==> src/rtl/expect_table.sv <==
// Expected-write table: entry storage, valid/hit bits and the combinational
// lowest-index candidate search used by the checker FSM.
module expect_table #(
  parameter int unsigned N       = 32,
  parameter int unsigned A       = 32,
  parameter int unsigned DEPTH   = 4,
  parameter int unsigned ORDERED = 1,
  parameter int unsigned IW      = 2
) (
  input  logic          clk,
  input  logic          reset,
  input  logic          load_i,
  input  logic [IW-1:0] load_idx_i,
  input  logic [A-1:0]  load_addr_i,
  input  logic [N-1:0]  load_data_i,
  input  logic          clr_hits_i,
  input  logic          set_hit_i,
  input  logic [IW-1:0] ptr_i,
  input  logic [A-1:0]  st_addr_i,
  input  logic [N-1:0]  st_data_i,
  output logic          any_valid_c,
  output logic [IW-1:0] first_valid_c,
  output logic          cand_found_c,
  output logic          cand_data_ok_c,
  output logic          complete_c,
  output logic [IW-1:0] next_ptr_c
);

  logic [A-1:0]     addr_q [DEPTH];
  logic [N-1:0]     data_q [DEPTH];
  logic [DEPTH-1:0] valid_q;
  logic [DEPTH-1:0] hit_q;
  logic [DEPTH-1:0] hit_after;
  logic [IW-1:0]    cand_idx;
  logic             load_ok;

  assign load_ok = load_i && (32'(load_idx_i) < 32'(DEPTH));

  // Entry payload carries no reset; it is qualified by valid_q.
  always_ff @(posedge clk) begin
    if (load_ok) begin
      addr_q[load_idx_i] <= load_addr_i;
      data_q[load_idx_i] <= load_data_i;
    end
  end

  always_ff @(posedge clk or posedge reset) begin
    if (reset) begin
      valid_q <= '0;
      hit_q   <= '0;
    end else begin
      if (load_ok) begin
        valid_q[load_idx_i] <= 1'b1;
      end
      if (clr_hits_i) begin
        hit_q <= '0;
      end else if (set_hit_i) begin
        hit_q[cand_idx] <= 1'b1;
      end
    end
  end

  // Descending scans so the lowest matching index is the one left standing.
  always_comb begin
    cand_found_c  = 1'b0;
    cand_idx      = '0;
    any_valid_c   = |valid_q;
    first_valid_c = '0;
    for (int i = DEPTH - 1; i >= 0; i--) begin
      if (valid_q[i]) begin
        first_valid_c = IW'(i);
      end
      if (valid_q[i] && !hit_q[i] && (addr_q[i] == st_addr_i) &&
          ((ORDERED == 0) || (ptr_i == IW'(i)))) begin
        cand_found_c = 1'b1;
        cand_idx     = IW'(i);
      end
    end

    next_ptr_c = cand_idx;
    for (int i = DEPTH - 1; i >= 0; i--) begin
      if (valid_q[i] && (IW'(i) > cand_idx)) begin
        next_ptr_c = IW'(i);
      end
    end

    hit_after           = hit_q;
    hit_after[cand_idx] = 1'b1;
    complete_c          = cand_found_c && (hit_after == valid_q);
    cand_data_ok_c      = (data_q[cand_idx] == st_data_i);
  end

endmodule

==> config.mk <==
export PLATFORM = sky130hd
export DESIGN_NAME = expect_table
export DESIGN_NICKNAME = d
export VERILOG_FILES = /design/src/rtl/expect_table.sv
export SDC_FILE = /design/constraint.sdc
export NUM_CORES = 1
export LEC_CHECK = 0
export CORE_MARGIN = 5
export CORE_UTILIZATION = 60
export DETAILED_ROUTE_END_ITERATION = 10
export PLACE_DENSITY = 0.9
export SLEW_MARGIN = 0
export SYNTH_ARGS = -nofsm -noshare
export SYNTH_HDL_FRONTEND = slang
export SYNTH_SLANG_ARGS = --single-unit
==> constraint.sdc <==
create_clock -name clk -period 7.6 [get_ports clk]
set_input_delay 1.9 -clock clk [delete_from_list [all_inputs] [get_ports clk]]
set_output_delay 1.9 -clock clk [all_outputs]
set_load 0.02 [all_outputs]
==> results of run 1 <==
[power by group]
| part | switching, mW | internal, mW |
|---|---|---|
| logic | 0.139 | 0.122 |
| clock network | 0.520 | 0.713 |
| registers | 0.0245 | 1.67 |
[how the worst max path moves through the flow]
stage / endpoint / slack, ps / cells after the start
detailed placement: cand_data_ok_c / -440 / 14
CTS: cand_data_ok_c / 90 / 15
floorplan: valid_q[0] / 350 / 2
global route: cand_data_ok_c / -30 / 14
finish: cand_data_ok_c / 130 / 15
global placement: cand_data_ok_c / -270 / 14
[worst max-delay path: stages]
cell and delay (ps):
clkdlybuf4s50_1 490, buf_4 190, xor2_1 200, nor4_2 350, nand4_1 220, nor4_4 390, buf_4 190, bufbuf_16 330
a22o_1 180, or4_1 120, nand4_1 110, nor4_2 360, buf_4 170, and4_1 190, clkbuf_2 180
[cells by family after synthesis]
| family | count (synthesis) | share of synthesized area, % |
|---|---|---|
| flops | 264 | 70.08 |
| simple gates | 210 | 12.40 |
| xor+xnor | 132 | 10.27 |
| compound gates | 73 | 5.070 |
| buf+inv | 57 | 2.179 |
[Yosys cell counts (2+ instances only)]
cell      count
edfxtp_1    256
xor2_1       73
xnor2_1      59
inv_1        34
nor4b_1      34
or4_1        33
a22o_1       32
and2_1       32
o31ai_1      32
nand4_1      30
nor4_1       23
nor2_1       16
buf_2        12
nand2_1      10
dfrtp_1       8
nand3_1       8
nor3_1        8
a21oi_1       6
clkbuf_1      6
buf_4         4
or2_2         4
and3_1        2
and4_1        2
[layer usage]
layer / vias up / share of wire [%] / track usage [%]
li1: 3252 / - / -
met1: 3627 / 36 / 35.39
met2: 558 / 49 / 45.45
met3: 90 / 11 / 5.182
met4: 0 / 3.8 / 8.993
met5: - / 0 / 0
[sequential cells by signal (all words and copies together), names as in the netlist]
name,count
addr_q,128
data_q,128
hit_q,4
valid_q,4
[final cells by class]
cell class / instances / share of cell area [%]
inverters: 34 / 0.8997
well taps: 234 / 2.064
repair buffers: 186 / 13.07
flip-flops and latches: 264 / 55.61
multi-input cells: 415 / 22.70
clock buffers: 35 / 4.975
diodes: 1 / 0.01764
clock inverters: 10 / 0.6615
[stage by stage]
| stage | cells | setup slack (ps) | instance area (µm²) |
|---|---|---|---|
| floorplan | 736 | 345.7 | 11250 |
| global placement | 1127 | -267.8 | 13220 |
| detailed placement | 1127 | -440.5 | 13220 |
| CTS | 1176 | 92.91 | 14140 |
| global route | 1179 | -28.68 | 14180 |
| finish | 1179 | 125.8 | 14180 |
[what timing repair did]
action / in CTS / in global routing
cloned: 2 / 0
endpoints found under the setup margin: 1 / 1
pin swaps: 3 / 7
buffers inserted: 2 / 2
hold endpoints to repair: 0 / 0
resized for setup: 8 / 7
==> results.ini, run 1 <==
[route]
vias=7527
wl_um=29720
route.detailed.drc=0
drtIter0Drc=967
post_drt_wl_per_cell_um=25.21
first_pass_iters=5
ant_nets=0
via_per_inst=6.384

[synth]
synth_area_leaders=edfxtp_1, xor2_1, xnor2_1
syn-instance-count=736
ys.flop_type=edfxtp_1
postSynthAreaPerCell_um2=15.29
synth_edf_count=256
ys_async_sr_fraction_pct=3.030
netlist.area_leader.share_pct=68.30
ys_types=35
ys_seq_area_share_pct=70.08
ys_ff_latch=264
ys_warn_count=0
yosysTopAreaCell=edfxtp_1
netlist_area_um2=11250
syn-num-nets=873

[clock_network]
clock-sinks=264
clock_path_buffers=3
htreeDepth=1
path_clk_slew_ps=60
root_buffer=clkbuf_16
clk_latency_ps=530
numCtsBuffers=26
cts_tree=yes
cts_hold_buf=0

[grt]
grt_pass1_wl_um=44620
track_usage_pct=26.87
grt_pass1_vias=7605
antenna_found_initial=1
grt_max_degree=66
gr-total-overflow=0

[placement]
io_buffers=144
dp_hpwl_um=17960
gp_congestion=0.8302

[cells_and_area]
multi_input_area_um2=3221
layout_commonest_cell=edfxtp_1
fillers=1006
regArea_um2=7888
area_delta_synth_final_pct=26.04
layout-drive-gt1-share_pct=10.17
final_nets=1064
fin_util_pct=76.34
final_cell_mix=edfxtp_1, clkdlybuf4s50_1, xor2_1

[worst_hold_path]
hp-class=flip-flop to flip-flop
holdPathStages=2
holdPathEnd=hit_q[0]
hold_start=hit_q[0]

[timing]
slew-limit-headroom_pct=31.98
hold_ws_ps=551.6
slew_viol_final=0
skew_ps=8.681
fin_tns_setup_ps=0
hold_viol_final=0
setup_viol=0
max_freq_mhz=133.8
period_minus_slack_ps=7474
post-route-period-util_pct=98.35
tightest_slew_ps=1020

[die]
die_w_um=147.0
dieArea_um2=21600
ios=145
die_y_um=147.0
initial_core_util_pct=60.57
coreArea_um2=18580
row_count=50

[worst_setup_path]
r2r_cells=11
crit_required_ps=5700
r2r_slack_ps=5000
endpoint_kind=primary output
cp-startpoint=st_addr_i[14]
cp-start-kind=input pin
cp_max_fo=27
r2r-start=addr_q[2][2]
arrival_ps=5570
path_class=input pin to primary output
rr_endpoint=hit_q[0]

[power]
total_power_mw=3.193
powerDensity_nw_per_um2=225.1
peakVddDrop_v=0.0002121
leakagePower_nw=4.894

[outcome]
status=finished, final reports clean

[job]
maxCapViolations=0

Note: power is estimated with default switching activity, not from simulation.
==> inputs of run 2 (changes only) <==
--- a/config.mk
+++ b/config.mk
@@ -8,7 +8,9 @@
 export CORE_MARGIN = 5
 export CORE_UTILIZATION = 60
 export DETAILED_ROUTE_END_ITERATION = 10
+export HOLD_SLACK_MARGIN = 0.12
 export PLACE_DENSITY = 0.9
+export RECOVER_POWER = 100
 export SLEW_MARGIN = 0
 export SYNTH_ARGS = -nofsm -noshare
 export SYNTH_HDL_FRONTEND = slang
==> run 2 against run 1 <==
Against the previous run:
- the flow now finishes with violations (capacitance limit, slew limit)
- combinational power shrank 3%
- sequential share of layout area up 0.079 points
- worst setup slack got worse by 7.8 ps
- non-clock buffer count stayed put
- design area fell by 0.14%
- critical path type unchanged
- critical endpoint unchanged
- highest routed layer unchanged
==> results.ini, run 2 (synthesis gave the netlist of run 1 again) <==
[clock_network]
path_clk_slew_ps=60  ; about the same
numCtsBuffers=26  ; unchanged
root_buffer=clkbuf_16
clock_path_buffers=3  ; unchanged
clk_latency_ps=530  ; about the same
clock-sinks=264  ; unchanged
htreeDepth=1  ; unchanged
cts_hold_buf=0  ; unchanged
cts_tree=yes

[die]
coreArea_um2=18580  ; unchanged
row_count=50  ; unchanged
ios=145  ; unchanged
initial_core_util_pct=60.57  ; unchanged
dieArea_um2=21600  ; unchanged
die_w_um=147.0  ; unchanged
die_y_um=147.0  ; unchanged

[grt]
grt_pass1_wl_um=44620  ; unchanged
gr-total-overflow=0  ; unchanged
grt_max_degree=66  ; unchanged
grt_pass1_vias=7605  ; unchanged
track_usage_pct=26.87  ; unchanged
antenna_found_initial=1  ; unchanged

[worst_setup_path]
r2r-start=addr_q[2][2]
arrival_ps=5580  ; about the same
cp-endpoint=cand_data_ok_c
endpoint_kind=primary output
rr_endpoint=hit_q[0]
r2r_slack_ps=5000  ; about the same
crit_required_ps=5700  ; about the same
cp-start-kind=input pin
cp_max_fo=28  ; +3.7%
cp-startpoint=st_addr_i[30]
r2r_cells=11  ; unchanged
path_class=input pin to primary output

[route]
via_per_inst=6.355  ; -0.45%
first_pass_iters=5  ; unchanged
ant_nets=0  ; unchanged
route.detailed.drc=0  ; unchanged
post_drt_wl_per_cell_um=25.20  ; about the same
vias=7493  ; -0.45%
wl_um=29710  ; about the same
drtIter0Drc=900  ; -6.9%

[cells_and_area]
final_cell_mix=edfxtp_1, xor2_1, clkdlybuf4s50_1
area_delta_synth_final_pct=25.86
layout-drive-gt1-share_pct=9.640  ; -0.53 points
final_nets=1064  ; unchanged
fin_cells=1179  ; unchanged
largestRegisters=addr_q: 128 flops, data_q: 128 flops
layout_commonest_cell=edfxtp_1

[timing]
fin_tns_setup_ps=0  ; unchanged
hold_viol_final=0  ; unchanged
skew_ps=9.604  ; +0.9226 ps
setup_viol=0  ; unchanged
period_minus_slack_ps=7482  ; +7.781 ps
layout_setup_ws_ps=118.0  ; -7.781 ps
tightest_slew_ps=4233  ; +3213 ps
slew-limit-headroom_pct=-182.2  ; -210 points
slew_viol_final=264  ; +264
max_freq_mhz=133.7  ; -0.10%
post-route-period-util_pct=98.45  ; +0.10 points

[power]
power.share.clock_pct=38.7  ; about the same
peakVddDrop_v=0.0002115  ; -0.32%
powerDensity_nw_per_um2=225.3  ; about the same
leakagePower_nw=4.898  ; about the same
sequentialPowerShare_pct=53.4  ; +0.2 points
combPwrFrac_pct=8.0  ; -0.2 points
p_sw_share_pct=21.45  ; +0.023 points
intPower_mw=2.507  ; -0.11%
p_sw_uw=684.3  ; about the same

[placement]
io_buffers=144  ; unchanged
dpl_worst_slack_ps=-440.5  ; unchanged
place_inst=1127  ; unchanged
gp_congestion=0.8302  ; unchanged
dp_hpwl_um=17960  ; unchanged

[job]
maxCapViolations=4  ; +4

[outcome]
status=finished with violations
violations=capacitance limit, slew limit

[worst_hold_path]
hp-class=flip-flop to flip-flop

==> run 2: cell count changes in the layout (fill, tap and decap cells not counted), sizes merged <==
cell           delta
buf               -4
clkbuf            +4
clkdlybuf4s50    -69
dlygate4sd3      +69
==> run 2: power groups by stage <==
| stage | Sequential (mW) | Combinational, mW | Clock [mW] |
|---|---|---|---|
| final | 1.70 | 0.254 | 1.23 |
| after floorplan | 1.72 | 0.0953 | 0 |
| after CTS | 1.70 | 0.254 | 1.23 |
| after global placement | 1.72 | 0.237 | 0 |
| after detailed placement | 1.73 | 0.245 | 0 |
| after global routing | 1.71 | 0.267 | 1.30 |
==> run 2: stage by stage <==
stage / utilization, % / hold WS (ps) / power (mW) / instance area (µm²)
floorplan: - / 478.0 / 1.819 / 11250
global placement: 71.13 / 514.2 / 1.959 / 13220
detailed placement: 71.13 / 523.9 / 1.971 / 13220
CTS: 76.09 / 545.3 / 3.182 / 14140
global route: 76.24 / 553.4 / 3.274 / 14160
finish: 76.24 / 555.9 / 3.191 / 14160
==> run 2: how the worst min path moves through the flow <==
stage | startpoint | end | slack [ps] | cells past startpoint
4_1_cts | hit_q[0] | hit_q[0] | 550 | 2
5_1_grt | hit_q[0] | hit_q[0] | 550 | 2
3_5_place_dp | hit_q[0] | hit_q[0] | 520 | 2
2_1_floorplan | hit_q[3] | hit_q[3] | 480 | 2
6_report | hit_q[0] | hit_q[0] | 560 | 2
3_3_place_gp | hit_q[0] | hit_q[0] | 510 | 2
==> run 2: cell type report <==
class / count / area [µm²]
diodes: 1 / 2.502
clock buffers: 35 / 705.7
clock inverters: 10 / 93.84
fillers: 1009 / 4415
inverters: 34 / 127.6
multi-input cells: 415 / 3216
flip-flops and latches: 264 / 7888
well taps: 234 / 292.8
repair buffers: 186 / 1839
==> run 2: per-layer routing <==
layer | vias up | share of wire, % | track usage, %
met5 | - | 0 | 0
met4 | 0 | 4.0 | 8.993
met3 | 104 | 10 | 5.182
met2 | 527 | 50 | 45.45
met1 | 3612 | 36 | 35.39
li1 | 3250 | - | -
==> run 2: repair_timing <==
action                                  in CTS  in global routing
pin swaps                                    3                  7
setup buffers                                2                  2
gates resized for setup                      8                  7
endpoints found under the setup margin       1                  1
gates cloned                                 2                  0
==> run 2: worst max-delay path: stages <==
cell             delay [ps]
clkdlybuf4s50_1         490
xor2_1                  220
nor4_2                  330
buf_4                   170
nand3_1                 170
nor4_4                  390
buf_4                   180
buf_12                  180
buf_4                   170
nor4b_1                  80
o31ai_1                 320
nand4_1                 220
nor4_4                  300
and4_1                  260
clkbuf_2                180
==> inputs of run 3 (changes only) <==
--- a/config.mk
+++ b/config.mk
@@ -6,11 +6,12 @@
 export NUM_CORES = 1
 export LEC_CHECK = 0
 export CORE_MARGIN = 5
-export CORE_UTILIZATION = 60
+export CORE_UTILIZATION = 55
 export DETAILED_ROUTE_END_ITERATION = 10
 export HOLD_SLACK_MARGIN = 0.12
-export PLACE_DENSITY = 0.9
+export PLACE_DENSITY = 0.83
 export RECOVER_POWER = 100
+export SKIP_LAST_GASP = 1
 export SLEW_MARGIN = 0
 export SYNTH_ARGS = -nofsm -noshare
 export SYNTH_HDL_FRONTEND = slang
==> constraint.sdc (replaced) <==
create_clock -name clk -period 7.1 [get_ports clk]
set_input_delay 1.775 -clock clk [delete_from_list [all_inputs] [get_ports clk]]
set_output_delay 1.775 -clock clk [all_outputs]
set_load 0.02 [all_outputs]
==> run 3 against run 2 <==
Against the previous run:
- the flow still finishes with violations (capacitance limit, slew limit)
- total power grew 4.9%
- hold slack is essentially flat
- die area grew 8.5%
- clock power is essentially flat
- worst setup slack lost 7.9 ps
- global-route usage shrank 4.3 points
- core utilization shrank 3.2 points
- wire length shrank 7.0%
- critical path depth shrank 3
- critical endpoint is now complete_c
==> results.ini, run 3 (synthesis gave the netlist of run 1 again) <==
[cells_and_area]
fin_util_pct=73.06  ; -3.2 points
largestRegisters=addr_q: 128 flops, data_q: 128 flops
final_nets=1135  ; +6.7%
area_delta_synth_final_pct=30.94
num_antenna_cells=0  ; -1
final_cell_mix=edfxtp_1, buf_4, dlygate4sd3_1
layout-drive-gt1-share_pct=16.01  ; +6.4 points
layout_commonest_cell=edfxtp_1

[die]
dieArea_um2=23420  ; +8.5%
initial_core_util_pct=55.80  ; -4.8 points
ios=145  ; unchanged
row_count=52  ; +4.0%
die_w_um=153.1  ; +4.1%
die_y_um=153.1  ; +4.1%
coreArea_um2=20170  ; +8.6%

[placement]
dpl_worst_slack_ps=-458.6  ; -18.12 ps
dp_hpwl_um=18670  ; +3.9%
gp_congestion=0.8661  ; +4.3%
io_buffers=144  ; unchanged

[power]
power.share.clock_pct=37.5  ; -1.2 points
powerDensity_nw_per_um2=227.1  ; +0.80%
p_sw_uw=725.6  ; +6.0%
peakVddDrop_v=0.0002123  ; +0.38%
total_power_mw=3.346  ; +4.9%
p_sw_share_pct=21.68  ; +0.24 points
leakagePower_nw=5.300  ; +8.2%
intPower_mw=2.621  ; +4.5%
combPwrFrac_pct=8.2  ; +0.2 points
sequentialPowerShare_pct=54.3  ; +0.9 points

[worst_setup_path]
critical_path.cell_chain=clkdlybuf4s50_1 > xor2_1 > nor4_2 > nand4_1 > nor4_4 > buf_6 > bufbuf_16 > nor2_1 > xor2_1 > nand3_1 > nor3_1 > dlygate4sd3_1
cp-start-kind=input pin
cp_max_fo=22  ; -21%
endpoint_kind=primary output
critical_path.top_delay_family=buffers and inverters
path_class=input pin to primary output
cp_num_buf_inv=4  ; -2
crit_required_ps=5330  ; -370 ps
arrival_ps=5210  ; -370 ps
worst_path_max_delay_cell=dlygate4sd3_1
cp_slowest_stage_delay_ps=720  ; +230 ps
cpMostUsedCell=xor2_1

[route]
wl_um=27630  ; -7.0%
vias=7457  ; -0.48%
first_pass_iters=5  ; unchanged
post_drt_wl_per_cell_um=21.45  ; -15%
ant_nets=0  ; unchanged
drtIter0Drc=564  ; -37%
route.detailed.drc=0  ; unchanged
via_per_inst=5.790  ; -8.9%

[clock_network]
numCtsBuffers=27  ; +3.8%
clock_path_buffers=3  ; unchanged
cts_hold_buf=0  ; unchanged
path_clk_slew_ps=60  ; about the same
clk_latency_ps=520  ; about the same
clock-sinks=264  ; unchanged
cts_tree=yes
root_buffer=clkbuf_16
htreeDepth=1  ; unchanged

[timing]
hold_viol_final=0  ; unchanged
slew_viol_final=270  ; +2.3%
period_minus_slack_ps=6990
slew-limit-headroom_pct=-183.5  ; -1.3 points
tightest_slew_ps=4253  ; +19.76 ps
max_freq_mhz=143.1
layout_setup_ws_ps=110.1  ; -7.893 ps
setup_viol=0  ; unchanged
post-route-period-util_pct=98.45
skew_ps=5.491  ; -4.113 ps

[worst_hold_path]
hp-class=flip-flop to flip-flop

[job]
maxCapViolations=7  ; +3

[grt]
grt_max_degree=66  ; unchanged
grt_pass1_wl_um=41470  ; -7.1%
antenna_found_initial=1  ; unchanged
grt_pass1_vias=7744  ; +1.8%
track_usage_pct=22.59  ; -4.3 points
gr-total-overflow=0  ; unchanged

[outcome]
violations=capacitance limit, slew limit
status=finished with violations

-- run 3: cell count changes in the layout (fill, tap and decap cells not counted), moves of 3 or more --
cell	delta
dlymetal6s2s_1	+4
nor4_2	+3
buf_4	+67
clkdlybuf4s50_1	-9
clkbuf_1	-3
clkinv_1	+4
dlygate4sd3_1	+4
-- run 3: what timing repair did --
item	4_1_cts	5_1_grt
pin swaps	5	10
endpoints found under the setup margin	1	2
buffers inserted	1	3
resized for setup	9	12
gates cloned	1	2
endpoints found under the hold margin	0	0
-- run 3: path summary, 6_finish.rpt --
kind / to / depth (start not counted) / slack [ps] / start
max in group asynchronous: hit_q[3] / 2 / 5160 / reset
worst min register to register: hit_q[3] / 2 / 560 / hit_q[3]
worst max register to register: hit_q[0] / 10 / 4640 / addr_q[3][26]
min in group asynchronous: hit_q[0] / 2 / 1700 / reset
worst min-delay path: hit_q[3] / 2 / 560 / hit_q[3]
worst max-delay path: complete_c / 12 / 110 / st_addr_i[1]
-- run 3: area by class of cell --
type                            instances  area [µm²]
Fill cell                            1227        5433
Clock buffer                           32       694.4
Sequential cell                       264        7888
Tap cell                              270       337.8
Clock inverter                         17       82.58
Timing Repair Buffer                  256        2400
Multi-Input combinational cell        415        3207
Inverter                               34       127.6
-- run 3: per-stage QoR --
step / hold slack (ps) / area, µm² / cells / setup TNS [ps]
2_1_floorplan: 478.0 / 11260 / 736 / 0
4_1_cts: 551.4 / 14650 / 1283 / 0
3_5_place_dp: 521.0 / 13800 / 1232 / -458.6
5_1_grt: 588.6 / 14740 / 1288 / -41.27
3_3_place_gp: 530.5 / 13800 / 1232 / -337.6
6_report: 555.9 / 14740 / 1288 / 0
-- run 3: power by group through the flow --
stage	clock network, mW	logic (mW)	registers (mW)
floorplan	0	0.102	1.84
global placement	0	0.268	1.84
detailed placement	0	0.275	1.85
CTS	1.26	0.280	1.82
global route	1.34	0.293	1.82
finish	1.25	0.274	1.82
-- run 3: per-layer routing --
layer | vias up | track usage (%) | wire length [µm]
li1 | 3390 | - | -
met1 | 3646 | 28.55 | 10420
met2 | 361 | 39.61 | 14110
met3 | 60 | 4.326 | 2307
met4 | 0 | 7.128 | 793
met5 | - | 0 | 0
-- run 3: worst register-to-register path: stages (launching register included) --
cell,delay [ps]
edfxtp_1,370
xor2_1,180
nor4_2,380
buf_4,180
nand4_1,150
nor4_4,310
buf_6,170
bufbuf_16,320
nor3_1,90
a21oi_1,140
nor2_1,60
